<file path="config.mk">
export PLATFORM = sky130hd
export DESIGN_NAME = vga_pixel_reader
export DESIGN_NICKNAME = d
export VERILOG_FILES = /design/src/rtl/vga_pixel_reader.sv
export SDC_FILE = /design/constraint.sdc
export NUM_CORES = 1
export LEC_CHECK = 0
export BUFFER_PORTS_ARGS = -buffer_cell sky130_fd_sc_hd__buf_2
export CAP_MARGIN = 20
export CORE_UTILIZATION = 40
export CTS_BUF_LIST = sky130_fd_sc_hd__clkbuf_4
export DETAILED_ROUTE_END_ITERATION = 6
export PLACE_DENSITY_LB_ADDON = 0.2
export SLEW_MARGIN = 10
export SYNTH_ARGS = -nofsm -noshare
export SYNTH_HDL_FRONTEND = slang
export SYNTH_SLANG_ARGS = --single-unit
</file>
<file path="constraint.sdc">
create_clock -name clk -period 2.8 [get_ports clk]
set_input_delay 0.14 -clock clk [delete_from_list [all_inputs] [get_ports clk]]
set_output_delay 0.14 -clock clk [all_outputs]
set_load 0.02 [all_outputs]
</file>
<file path="src/rtl/vga_pixel_reader.sv">
// Pulls RGB565 pixels from a show-ahead FIFO and drives 800x600@60 VGA timing.
// Popping starts only after the per-frame flush/restart handshake at line 600.
module vga_pixel_reader #(
  parameter int H_VISIBLE = 800,
  parameter int H_FRONT   = 40,
  parameter int H_SYNC    = 128,
  parameter int H_BACK    = 88,
  parameter int V_VISIBLE = 600,
  parameter int V_FRONT   = 1,
  parameter int V_SYNC    = 4,
  parameter int V_BACK    = 23
) (
  input  logic        clk,
  input  logic        reset,
  input  logic [15:0] q,
  input  logic        rdempty,
  output logic        rdreq,
  output logic        fifo_aclr,
  output logic        pixreq,
  output logic [7:0]  vga_r,
  output logic [7:0]  vga_g,
  output logic [7:0]  vga_b,
  output logic        vga_hs,
  output logic        vga_vs,
  output logic        vga_blank_n,
  output logic        underrun
);

  localparam int H_TOTAL = H_VISIBLE + H_FRONT + H_SYNC + H_BACK;
  localparam int V_TOTAL = V_VISIBLE + V_FRONT + V_SYNC + V_BACK;

  localparam logic [10:0] H_LAST    = 11'(H_TOTAL - 1);
  localparam logic [10:0] H_VIS_END = 11'(H_VISIBLE);
  localparam logic [10:0] HS_START  = 11'(H_VISIBLE + H_FRONT);
  localparam logic [10:0] HS_END    = 11'(H_VISIBLE + H_FRONT + H_SYNC - 1);
  localparam logic [10:0] PIXREQ_H  = 11'd8;
  localparam logic [9:0]  V_LAST    = 10'(V_TOTAL - 1);
  localparam logic [9:0]  V_VIS_END = 10'(V_VISIBLE);
  localparam logic [9:0]  VS_START  = 10'(V_VISIBLE + V_FRONT);
  localparam logic [9:0]  VS_END    = 10'(V_VISIBLE + V_FRONT + V_SYNC - 1);

  typedef enum logic [1:0] {INIT, ACTIVE, UNDERRUN} state_t;

  state_t      state;
  logic [10:0] hcount;
  logic [9:0]  vcount;
  logic        visible;
  logic        flush_point;
  logic        restart_point;

  assign visible       = (hcount < H_VIS_END) && (vcount < V_VIS_END);
  assign flush_point   = (hcount == 11'd0) && (vcount == V_VIS_END);
  assign restart_point = (hcount == PIXREQ_H) && (vcount == V_VIS_END);

  // Reset forces state to INIT, so rdreq also drops asynchronously.
  assign rdreq = visible && (state == ACTIVE) && !rdempty;

  always_ff @(posedge clk or posedge reset) begin
    if (reset) begin
      hcount      <= '0;
      vcount      <= '0;
      state       <= INIT;
      fifo_aclr   <= 1'b0;
      pixreq      <= 1'b0;
      vga_r       <= '0;
      vga_g       <= '0;
      vga_b       <= '0;
      vga_hs      <= 1'b0;
      vga_vs      <= 1'b0;
      vga_blank_n <= 1'b0;
      underrun    <= 1'b0;
    end else begin
      if (hcount == H_LAST) begin
        hcount <= '0;
        vcount <= (vcount == V_LAST) ? 10'd0 : vcount + 10'd1;
      end else begin
        hcount <= hcount + 11'd1;
      end

      vga_hs      <= (hcount >= HS_START) && (hcount <= HS_END);
      vga_vs      <= (vcount >= VS_START) && (vcount <= VS_END);
      vga_blank_n <= visible;
      fifo_aclr   <= flush_point;
      pixreq      <= restart_point;

      // Replicate the top bits so full-scale 565 maps to 8'hFF.
      if (rdreq) begin
        vga_r <= {q[15:11], q[15:13]};
        vga_g <= {q[10:5], q[10:9]};
        vga_b <= {q[4:0], q[4:2]};
      end else begin
        vga_r <= '0;
        vga_g <= '0;
        vga_b <= '0;
      end

      // The restart point lies in blanking, so it never collides with an underrun.
      if (restart_point) begin
        state <= ACTIVE;
      end else if (state == ACTIVE && visible && rdempty) begin
        state    <= UNDERRUN;
        underrun <= 1'b1;
      end
    end
  end

endmodule

</file>
After elaboration in Yosys (flattened, before gate mapping)

Cells that the tools add are included.

Reductions and logical operators: 12
Equal/unequal tests: 5
Add/subtract/negate cells: 2
Magnitude comparators: 6
Bitwise logic cells: 1
Muxes and demuxes: 7

Operator list:

| kind                    | number |
|---|---|
| $mux W8                 | 3 |
| $eq A10 B10 Y1 const B  | 2 |
| $add A11 B1 Y11 const B | 1 |
| $eq A11 B11 Y1 const B  | 1 |
| $eq A11 B4 Y1 const B   | 1 |
| $ge A11 B10 Y1 const B  | 1 |
| $le A11 B10 Y1 const B  | 1 |
| $logic_not A11 Y1       | 1 |
| $lt A11 B10 Y1 const B  | 1 |
| $mux W11                | 1 |
| $add A10 B1 Y10 const B | 1 |
| $ge A10 B10 Y1 const B  | 1 |
| $le A10 B10 Y1 const B  | 1 |
| $lt A10 B10 Y1 const B  | 1 |
| $mux W10                | 1 |
| $logic_and A1 B1 Y1     | 8 |
| $mux W2                 | 2 |
| $eq A2 B1 Y1 const B    | 1 |
| $reduce_and A2 Y1       | 1 |
| $reduce_bool A2 Y1      | 1 |
| $logic_not A1 Y1        | 1 |
| $not A1 Y1              | 1 |

Output and inout bits: 31
Input bits: 19
Logic and storage cells: 45
Register bits after elaboration: 53

Logic depth before layout (Yosys ltp)

Word-level depth: 6
Gate-level depth with buffers: 7
Gate-level depth less buffers: 5

Least setup slack after synthesis

OpenSTA, ideal clock, no wires.

Path type: reg-to-reg
From: register hcount[7]
To: register vga_b[2]
Clock period less this slack: 1.823 ns
Library setup time: 0.066 ns
Slack: 0.977 ns
Arrival time: 1.757 ns
Buffers on the path: 1
Required time: 2.734 ns
Stages on the path, launching flop included: 6
Cell sequence: dfrtp_1 -> o311a_1 -> a2111oi_4 -> and4bb_4 -> buf_6 -> and2_1

Word-level cells in the longest chain between the ends: 5

RTL lines:

| element                          | RTL line | text |
|---|---|---|
| from (decl)                      | 45       | `logic [10:0] hcount;` |
| from (signal assigned)           | 77       | `hcount <= hcount + 11'd1;` |
| $lt A11 B10 Y1                   | 51       | `assign visible = (hcount < H_VIS_END) && (vcount < V_VIS_END);` |
| $logic_and A1 B1 Y1              | 51       |  |
| named net visible                | 47       | `logic visible;` |
| $logic_and A1 B1 Y1 (2 in a row) | 56       | `assign rdreq = visible && (state == ACTIVE) && !rdempty;` |
| named net rdreq                  | 17       | `output logic rdreq,` |
| $mux W8                          | 87       | `if (rdreq) begin` |
| to (signal assigned)             | 90       | `vga_b <= {q[4:0], q[4:2]};` |
| to (decl)                        | 22       | `output logic [7:0] vga_b,` |

The timed path passes the listed nets, and every way through them passes these cells.
A chain may end at the register's enable or synchronous reset.

Final worst setup path

From: register hcount[7]
To: output rdreq

Word-level cells in the longest chain between the ends: 4

RTL lines:

| element                          | RTL line |
|---|---|
| $lt A11 B10 Y1                   | 51 |
| $logic_and A1 B1 Y1              | 51 |
| named net visible                | 47 |
| $logic_and A1 B1 Y1 (2 in a row) | 56 |
| to (decl)                        | 17 |

The timed path passes the listed nets, and every way through them passes these cells.

==> flow_summary_export.csv <==
group,metric,value,unit
run_status,status,"finished, final reports clean",
hold_path,hold_depth,3,
yosys,synth_top_family_by_area,"simple AND/OR/NAND/NOR gates",
clock_network,htreeDepth,2,
global_routing,grt_max_degree,31,
yosys,synth_compound_area_frac,0.0915,
worst_setup_path,worstPathArrival,2.28,ns
final_layout,area_growth,25.8,%
yosys,synth.area.top_cells,"dfrtp_1, and2_1, ha_1",
clock_network,cts_setup_buffers,0,
timing,holdWs,0.0649,ns
route,vias_per_cell,4.92,
timing,worstMarginPinSlew,0.589,ns
yosys,synth.distinct_cells,39,
power_and_ir_drop,p_per_area,426,mW/mm2
hold_path,hold_class,"in -> reg",
yosys,yosysSeqAreaShare,0.552,
die,rows,25,
yosys,ys_ff_latch,45,
route,drt_wl_total,3930,um
global_routing,grt_antenna_before_repair,0,
die,ios,50,
yosys,syn-cell-area,0.00204,mm2
route,drc,0,
final_layout,nets,269,
yosys,synth_edf_count,0,
worst_setup_path,required,2.66,ns
place,io_buffer_count,49,
yosys,synthMuxAreaShare,0.00491,
die,core_area,0.00482,mm2
worst_setup_path,rr_worst_depth,4,
yosys,synthSimpleGateAreaFrac,0.202,
timing,max_freq,0.413,GHz
timing,max_slew_margin,0.604,
yosys,syn_inst,182,
timing,finalWorstSetupSlack,0.381,ns
flow_run,maxCapViolCount,0,
global_routing,grt_use_total,0.163,
yosys,synthXorXnorAreaFrac,0.0516,
clock_network,root_buffer,"clkbuf_4",
route,wl_per_cell,12.6,um
yosys,synth_fp_nets,207,
yosys,synth_top_area_share,0.552,
timing,rsz0062_at_grt,"false",
timing,fin_setup_tns,0,ns
place,gp_congestion,0.742,
clock_network,cts-buffers-inserted,5,
final_layout,final_core_util,0.532,
clock_network,clock_sinks,45,
clock_network,cts_tree,"yes",
power_and_ir_drop,ir_drop,0.000155,V
global_routing,grt_pass1_wl,6620,um
route,drtIter0Drc,60,
die,fp.dieW,73.4,um
worst_setup_path,path_class,"reg -> out",
clock_network,clockBufferDepth,2,
route,vias,1536,
die,dieArea,0.00538,mm2
clock_network,clkSlewWorstSetupHoldPaths,0.13,ns
yosys,synth_top_area_cell,"dfrtp_1",
timing,fin_worst_skew,0.00927,ns
place,place_hpwl,2680,um
power_and_ir_drop,power.leakage,1.34,nW
worst_setup_path,crit_path_end_kind,"output port",
timing,setup_viol,0,
route,antenna_left,0,
yosys,synth_ff_type,"dfrtp_1",
place,dpl_worst_slack,0.794,ns
yosys,postSynth.asyncResetShare,1.00,
place,placedCellCount,286,
final_layout,layout.cells.non_filler,312,
yosys,avgSynthCellArea,11.2,um2
timing,fin_crit,2.42,ns
final_layout,n_antenna_cell,0,
timing,slew_viol_final,0,
global_routing,overflow,0,
timing,hold_violations,0,
worst_setup_path,cp_max_fo,17,
die,start_util,0.423,
die,dieHeight,73.4,um
global_routing,grt_pass1_vias,1460,
clock_network,clock_latency,0.36,ns
yosys,yosysWarningCount,0,
route,first_pass_iters,4,
yosys,synthAdderAreaFrac,0.0368,
final_layout,layout-drive-gt1-share,0.245,
worst_setup_path,worstSetupStartpointType,"flop",
timing,finalCritPeriodShare,0.864,
==> worst paths after layout <==
check / startpoint / endpoint / slack [ns]
worst max register to register: hcount[7]$_DFF_PP0_ / vga_g[1]$_DFF_PP0_ / 0.86
worst min register to register: hcount[0]$_DFF_PP0_ / hcount[0]$_DFF_PP0_ / 0.49
worst max-delay path: hcount[7]$_DFF_PP0_ / rdreq / 0.38
max in group asynchronous: reset / hcount[0]$_DFF_PP0_ / 1.91
min in group asynchronous: reset / vga_r[2]$_DFF_PP0_ / 0.23
worst min-delay path: rdempty / state[1]$_DFFE_PP0P_ / 0.06
==> final cells by class <==
| class | instances | area (um2) |
|---|---|---|
| Multi-Input combinational cell | 114 | 788 |
| Tap cell | 67 | 83.8 |
| Fill cell | 449 | 2250 |
| Sequential cell | 45 | 1130 |
| Clock buffer | 5 | 37.5 |
| Clock inverter | 3 | 41.3 |
| Timing Repair Buffer | 68 | 450 |
| Inverter | 10 | 37.5 |
==> Yosys cell counts (5+ instances only) <==
master / instances
and2_1: 18
buf_4: 8
dfrtp_1: 45
ha_1: 6
inv_1: 10
nand2_1: 7
nand3_1: 12
nand4_1: 5
nor2_1: 9
xnor2_1: 6
xor2_1: 6
==> layer usage <==
layer	vias up	wire [um]	track usage
met2	51	1750	0.277
met3	6	249	0.0425
li1	756	-	-
met4	0	54	0.0577
met5	-	0	0
met1	723	1870	0.201
==> registers in the layout, indices dropped and copies added (netlist names) <==
name,count
fifo_aclr,1
vga_hs,1
vga_vs,1
hcount,11
vga_b,5
pixreq,1
vga_r,5
vcount,10
state,2
vga_blank_n,1
vga_g,6
underrun,1
==> power breakdown <==
| part | internal [mW] | leakage (nW) | switching [mW] |
|---|---|---|---|
| clock network | 0.185 | 0.0389 | 0.209 |
| logic | 0.0293 | 0.695 | 0.0193 |
| registers | 0.650 | 0.604 | 0 |
| total | 0.864 | 1.34 | 0.228 |
==> worst max-delay path: stages, from the launching register on <==
cell	delay, ns
dfrtp_1	0.46
o311a_1	0.41
a2111oi_4	0.45
and4bb_4	0.41
buf_2	0.20
==> cell families (layout without fill, tap and decap cells) <==
group	count (synthesis)	count (layout)
compound gates	24	24
simple gates	71	71
fa+ha+maj	6	6
flops	45	45
buf+inv	23	86
xor+xnor	12	12
mux	1	1
==> per-stage QoR <==
stage | power [mW] | cell area (um2)
2_1_floorplan | 0.672 | 2040
3_3_place_gp | 0.689 | 2290
3_5_place_dp | 0.688 | 2290
4_1_cts | 1.10 | 2540
5_1_grt | 1.13 | 2560
6_report | 1.09 | 2560
==> cells in the final DEF (no fill, tap or decap), types with 3 or more instances in the layout <==
cell	instances
a21oi_1	4
and2_1	18
and3_1	3
and4_1	4
buf_2	49
clkbuf_4	5
dfrtp_1	45
dlygate4sd3_1	17
ha_1	6
inv_1	9
nand2_1	7
nand3_1	12
nand4_1	5
nor2_1	9
nor4_1	3
o21ai_0	4
xnor2_1	6
xor2_1	6
==> repair_timing <==
| action | 4_1_cts | 5_1_grt |
|---|---|---|
| resized for setup | 0 | 0 |
| hold buffers | 17 | 0 |
| hold endpoints to repair | 45 | 0 |
No activity file was read; power rests on OpenSTA's default activity.
